### src/rtl/raster_stamp_packer.sv
// rtl/raster_stamp_packer.sv - packs single raster stamps into NUM_LANES-wide bus requests, then answers done.
// Optional RASTER_STAMP_PERF_EN adds stamp/request/stall counters.
module raster_stamp_packer #(
   parameter int NUM_LANES   = 4,
   parameter int STAMP_WIDTH = 128,
   parameter int MASK_WIDTH  = 4
) (
   input  logic                             clk,
   input  logic                             reset,
   input  logic                             start,
   input  logic                             stamp_valid,
   output logic                             stamp_ready,
   input  logic [STAMP_WIDTH-1:0]           stamp_data,
   input  logic [MASK_WIDTH-1:0]            stamp_mask,
   input  logic                             stamps_end,
   output logic                             req_valid,
   input  logic                             req_ready,
   output logic [NUM_LANES*STAMP_WIDTH-1:0] req_data,
   output logic [NUM_LANES*MASK_WIDTH-1:0]  req_mask,
   output logic                             req_done,
   output logic                             busy
`ifdef RASTER_STAMP_PERF_EN
   ,
   output logic [31:0]                      perf_stamps,
   output logic [31:0]                      perf_reqs,
   output logic [31:0]                      perf_stalls
`endif
);

   localparam int CW = $clog2(NUM_LANES + 1);
   localparam logic [CW-1:0] FULL = CW'(NUM_LANES);
   localparam logic [CW-1:0] LAST = CW'(NUM_LANES - 1);
   localparam logic [CW-1:0] ONE  = CW'(1);

   typedef enum logic [1:0] {ST_RUN, ST_FLUSH, ST_DONE} state_t;

   state_t                           state, state_next;
   logic [CW-1:0]                    count;
   logic [NUM_LANES*STAMP_WIDTH-1:0] fill_data, pack_data;
   logic [NUM_LANES*MASK_WIDTH-1:0]  fill_mask, pack_mask;
   logic                             accept, out_free, group_full, do_xfer;

   always_comb begin
      stamp_ready = (state == ST_RUN) && (count < FULL);
      accept      = stamp_valid && stamp_ready;
      out_free    = !req_valid || req_ready;
      // The stamp completing a group goes straight to the output, so it is visible the next cycle.
      group_full  = (count == FULL) || (accept && (count == LAST));
      do_xfer     = out_free && (state != ST_DONE) &&
                    (group_full || ((state == ST_FLUSH) && (count != '0)));
      busy        = (state != ST_DONE);

      pack_data = '0;
      pack_mask = '0;
      for (int i = 0; i < NUM_LANES; i++) begin
         if (CW'(i) < count) begin
            pack_data[i*STAMP_WIDTH +: STAMP_WIDTH] = fill_data[i*STAMP_WIDTH +: STAMP_WIDTH];
            pack_mask[i*MASK_WIDTH +: MASK_WIDTH]   = fill_mask[i*MASK_WIDTH +: MASK_WIDTH];
         end else if (accept && (CW'(i) == count)) begin
            pack_data[i*STAMP_WIDTH +: STAMP_WIDTH] = stamp_data;
            pack_mask[i*MASK_WIDTH +: MASK_WIDTH]   = stamp_mask;
         end
      end

      state_next = state;
      case (state)
         ST_RUN:   if (stamps_end) state_next = ST_FLUSH;
         ST_FLUSH: if ((count == '0) && out_free) state_next = ST_DONE;
         ST_DONE:  if (start) state_next = ST_RUN;
         default:  state_next = ST_RUN;
      endcase
   end

   always_ff @(posedge clk or posedge reset) begin
      if (reset) begin
         state     <= ST_RUN;
         count     <= '0;
         fill_data <= '0;
         fill_mask <= '0;
         req_valid <= 1'b0;
         req_data  <= '0;
         req_mask  <= '0;
         req_done  <= 1'b0;
      end else begin
         state <= state_next;

         if (do_xfer || ((state == ST_DONE) && start))
            count <= '0;
         else if (accept)
            count <= count + ONE;

         for (int i = 0; i < NUM_LANES; i++) begin
            if (accept && !do_xfer && (CW'(i) == count)) begin
               fill_data[i*STAMP_WIDTH +: STAMP_WIDTH] <= stamp_data;
               fill_mask[i*MASK_WIDTH +: MASK_WIDTH]   <= stamp_mask;
            end
         end

         if (do_xfer) begin
            req_valid <= 1'b1;
            req_data  <= pack_data;
            req_mask  <= pack_mask;
            req_done  <= 1'b0;
         end else if ((state == ST_FLUSH) && (state_next == ST_DONE)) begin
            req_valid <= 1'b1;
            req_data  <= '0;
            req_mask  <= '0;
            req_done  <= 1'b1;
         end else if ((state == ST_DONE) && start) begin
            req_valid <= 1'b0;
            req_done  <= 1'b0;
         end else if (req_valid && req_ready && (state != ST_DONE)) begin
            req_valid <= 1'b0;
         end
      end
   end

`ifdef RASTER_STAMP_PERF_EN
   always_ff @(posedge clk or posedge reset) begin
      if (reset) begin
         perf_stamps <= '0;
         perf_reqs   <= '0;
         perf_stalls <= '0;
      end else begin
         if (accept)
            perf_stamps <= perf_stamps + 32'd1;
         if (req_valid && req_ready && !req_done)
            perf_reqs <= perf_reqs + 32'd1;
         if (req_valid && !req_ready && !req_done)
            perf_stalls <= perf_stalls + 32'd1;
      end
   end
`endif

endmodule

### config.mk
export PLATFORM = sky130hd
export DESIGN_NAME = raster_stamp_packer
export DESIGN_NICKNAME = d
export VERILOG_FILES = /design/src/rtl/raster_stamp_packer.sv
export SDC_FILE = /design/constraint.sdc
export NUM_CORES = 2
export LEC_CHECK = 0
export BUFFER_PORTS_ARGS = -buffer_cell sky130_fd_sc_hd__buf_2
export CAP_MARGIN = 20
export CORE_AREA = 5 5 368 370
export CTS_CLUSTER_DIAMETER = 150
export CTS_CLUSTER_SIZE = 28
export DETAILED_ROUTE_END_ITERATION = 10
export DIE_AREA = 0 0 373 375
export PLACE_DENSITY_LB_ADDON = 0.25
export SLEW_MARGIN = 20
export SYNTH_ARGS = -nofsm -noshare
export SYNTH_HDL_FRONTEND = slang
export SYNTH_SLANG_ARGS = --single-unit
### constraint.sdc
create_clock -name clk -period 89.1 [get_ports clk]
set_input_delay 22.275 -clock clk [delete_from_list [all_inputs] [get_ports clk]]
set_output_delay 22.275 -clock clk [all_outputs]
set_load 0.05 [all_outputs]
==> metrics.cfg <==
[cts]
ctsResizeCount=0
numCtsBuffers=44
numClockSinks=1063
postCtsSetupBuffers=0
tritoncts=done
clk_pin_slew_ns=0.11
postCtsHoldBufs=0
cts_root_buffer=clkbuf_16
clkLatencyLatePin_ns=0.67
cts_max_level=2
clockBufferDepth=3

[synth]
synth_nets=3662
ys.warnings.count=0
avgSynthCellArea_um2=13.0
synth_edf_count=0
synth_seq_cells=1063
async_reset_ff_share_pct=100
synthCells=3521
synth.distinct_cells=37
synth_flop_cell=dfrtp_1
synth_area_um2=45600
yosysSeqAreaShare_pct=58.3

[finish]
multi_input_area_um2=17600
syn_to_final_growth_pct=12.9
fin_nets=4138
fin_cells=5779
final_core_util_pct=38.9
fin_area_um2=51500
seqCellArea_um2=26600
drive_above_1_share_pct=29.1
fill_cells=12800

[route]
wire_per_inst_um=24.0
vias=30500
drt_iter0_markers=1983
vias_per_cell=5.27
drc=0
ant_nets=0
routed_wl_um=138000
drtPass1Iterations=5

[placement]
io_buffers=669
dpl-instance-area_um2=50200
dp_cells=5718
dp_hpwl_um=87200
place.gp.congestion=0.768

[power]
clock_power_share_pct=13.6
internal-power_w=0.00104
p_sw_share_pct=44.1
p_seq_share_pct=40.8
power_frac_comb_pct=45.6
leakage_nw=25.4
p_per_area_nw_per_um2=36.2
p_sw_w=0.000822
vdd_drop_max_mv=0.0300

[timing]
rsz0062_at_grt=no
fmax_mhz=38.0
hold_violations=0
tns_ns=0
setup_violations=0
period_share_pct=29.6
slew_violations=0
skew_ns=0.0262
relSlewSlack_pct=27.7
tightest_slew_ns=1.08
period_needed_ns=26.33

[grt]
overflow=0
grt_pass1_wl_um=210000
grt_max_degree=179
first_global_vias=30900
antenna_found_initial=15
track_usage_pct=19.2

[setup_path]
endpoint_kind=register
reg2reg_depth=10
crit_path_end=req_data[386]
reg2reg_to=req_data[386]
cp-start-kind=primary input
path_class=in2reg
required_ns=89.69
r2r_setup_slack_ns=83.53
path_max_fanout=56
r2r-start=count[0]
crit_path_start=stamp_valid
cp.arrival_ns=26.92

[flow_run]
drv_cap=0

[die]
die_y_um=375
rows=134
floorplan.initialDensity_pct=34.5
fp.dieArea_um2=140000
die_w_um=373
core_um2=132000
boundaryPins=670

[status]
status=finished, final reports clean

[hold_path]
hp-class=reg2reg

[per-layer routing]
| layer | wire, um | share of wire, % | track usage (%) | vias up |
|---|---|---|---|---|
| met3 | 8840 | 6.4 | 4.71 | 121 |
| li1 | - | - | - | 13500 |
| met1 | 62300 | 45 | 26.4 | 16100 |
| met5 | 78 | 0.056 | 0 | - |
| met2 | 64600 | 47 | 31.0 | 710 |
| met4 | 2550 | 1.8 | 3.70 | 12 |
[worst min path at each step]
stage	start	to	slack, ns	cells after the start
global placement	fill_data[315]	fill_data[315]	0.47	1
global route	fill_data[305]	fill_data[305]	0.51	1
floorplan	fill_data[256]	fill_data[256]	0.46	1
finish	fill_data[314]	fill_data[314]	0.50	1
CTS	fill_data[314]	fill_data[314]	0.50	1
detailed placement	fill_data[291]	fill_data[291]	0.47	1
[Yosys cell counts, types with 2 or more instances]
cell	count	area share, %
dfrtp_1	1063	58
nand2_1	534	4.4
and2_1	2	0.027
mux2i_1	528	12
buf_6	15	0.37
o21ai_0	3	0.033
buf_4	51	0.84
nor2b_1	2	0.027
a21oi_1	3	0.033
mux2_2	373	9.2
nor2_1	3	0.025
nor3_1	5	0.055
inv_1	4	0.033
ha_1	3	0.082
nor3_2	2	0.044
nand2b_1	2	0.027
buf_1	2	0.016
nand3_1	2	0.022
mux2_1	155	3.8
clkbuf_1	147	1.2
buf_2	79	0.87
a22oi_1	528	8.7
[cell families (layout without fill, tap and decap cells)]
logic type,after synthesis,in the layout,share of synthesized area [%]
buf+inv,299,782,3.34
other cells,0,7,0
xor+xnor,1,1,0.0192
fa+ha+maj,3,3,0.0823
mux,1056,1056,24.6
compound gates,539,539,8.85
simple gates,560,560,4.78
flops,1063,1063,58.3
[metrics by stage]
step	power [W]	setup WS [ns]	hold WS, ns
3_3_place_gp	0.00161	62.14	0.467
5_1_grt	0.00197	62.56	0.508
6_report	0.00186	62.77	0.495
4_1_cts	0.00188	62.82	0.500
3_5_place_dp	0.00163	62.09	0.475
2_1_floorplan	0.00140	36.90	0.459
[power by group through the flow]
stage,sequential [W],combinational (W),clock (W)
final,0.000760,0.000850,0.000253
after global routing,0.000780,0.000909,0.000278
after CTS,0.000760,0.000860,0.000263
after detailed placement,0.000770,0.000859,0
after global placement,0.000765,0.000849,0
after floorplan,0.000938,0.000458,0
[cell type report]
type / instances / share of cell area (%)
repair buffers: 724 / 7.46
flip-flops and latches: 1063 / 51.7
inverters: 5 / 0.0510
multi-input cells: 2159 / 34.1
clock buffers: 47 / 2.22
clock inverters: 6 / 0.156
diodes: 7 / 0.0340
well taps: 1768 / 4.30
[cell usage in the layout, fill, tap and decap left out, drive strengths merged, types with 3 or more instances in the layout]
| cell type | count |
|---|---|
| a21oi | 3 |
| a22oi | 528 |
| buf | 724 |
| clkbuf | 47 |
| dfrtp | 1063 |
| diode | 7 |
| ha | 3 |
| inv | 8 |
| mux2 | 528 |
| mux2i | 528 |
| nand2 | 534 |
| nor2 | 4 |
| nor3 | 7 |
| o21ai | 4 |
[registers in the layout (all words and copies together) (netlist names)]
name and cells:
req_valid 1, req_mask 16, fill_mask 16, state 2, req_data 512, count 3, req_done 1, fill_data 512
[critical path, cell delays in order]
cell and delay [ns]:
buf_2 0.11, or4b_1 0.43, nor2_4 0.09, o21ai_4 0.16, buf_4 0.67, buf_4 0.89
buf_4 0.96, buf_4 0.80, mux2i_1 0.28
No activity file was read; power rests on OpenSTA's default activity.
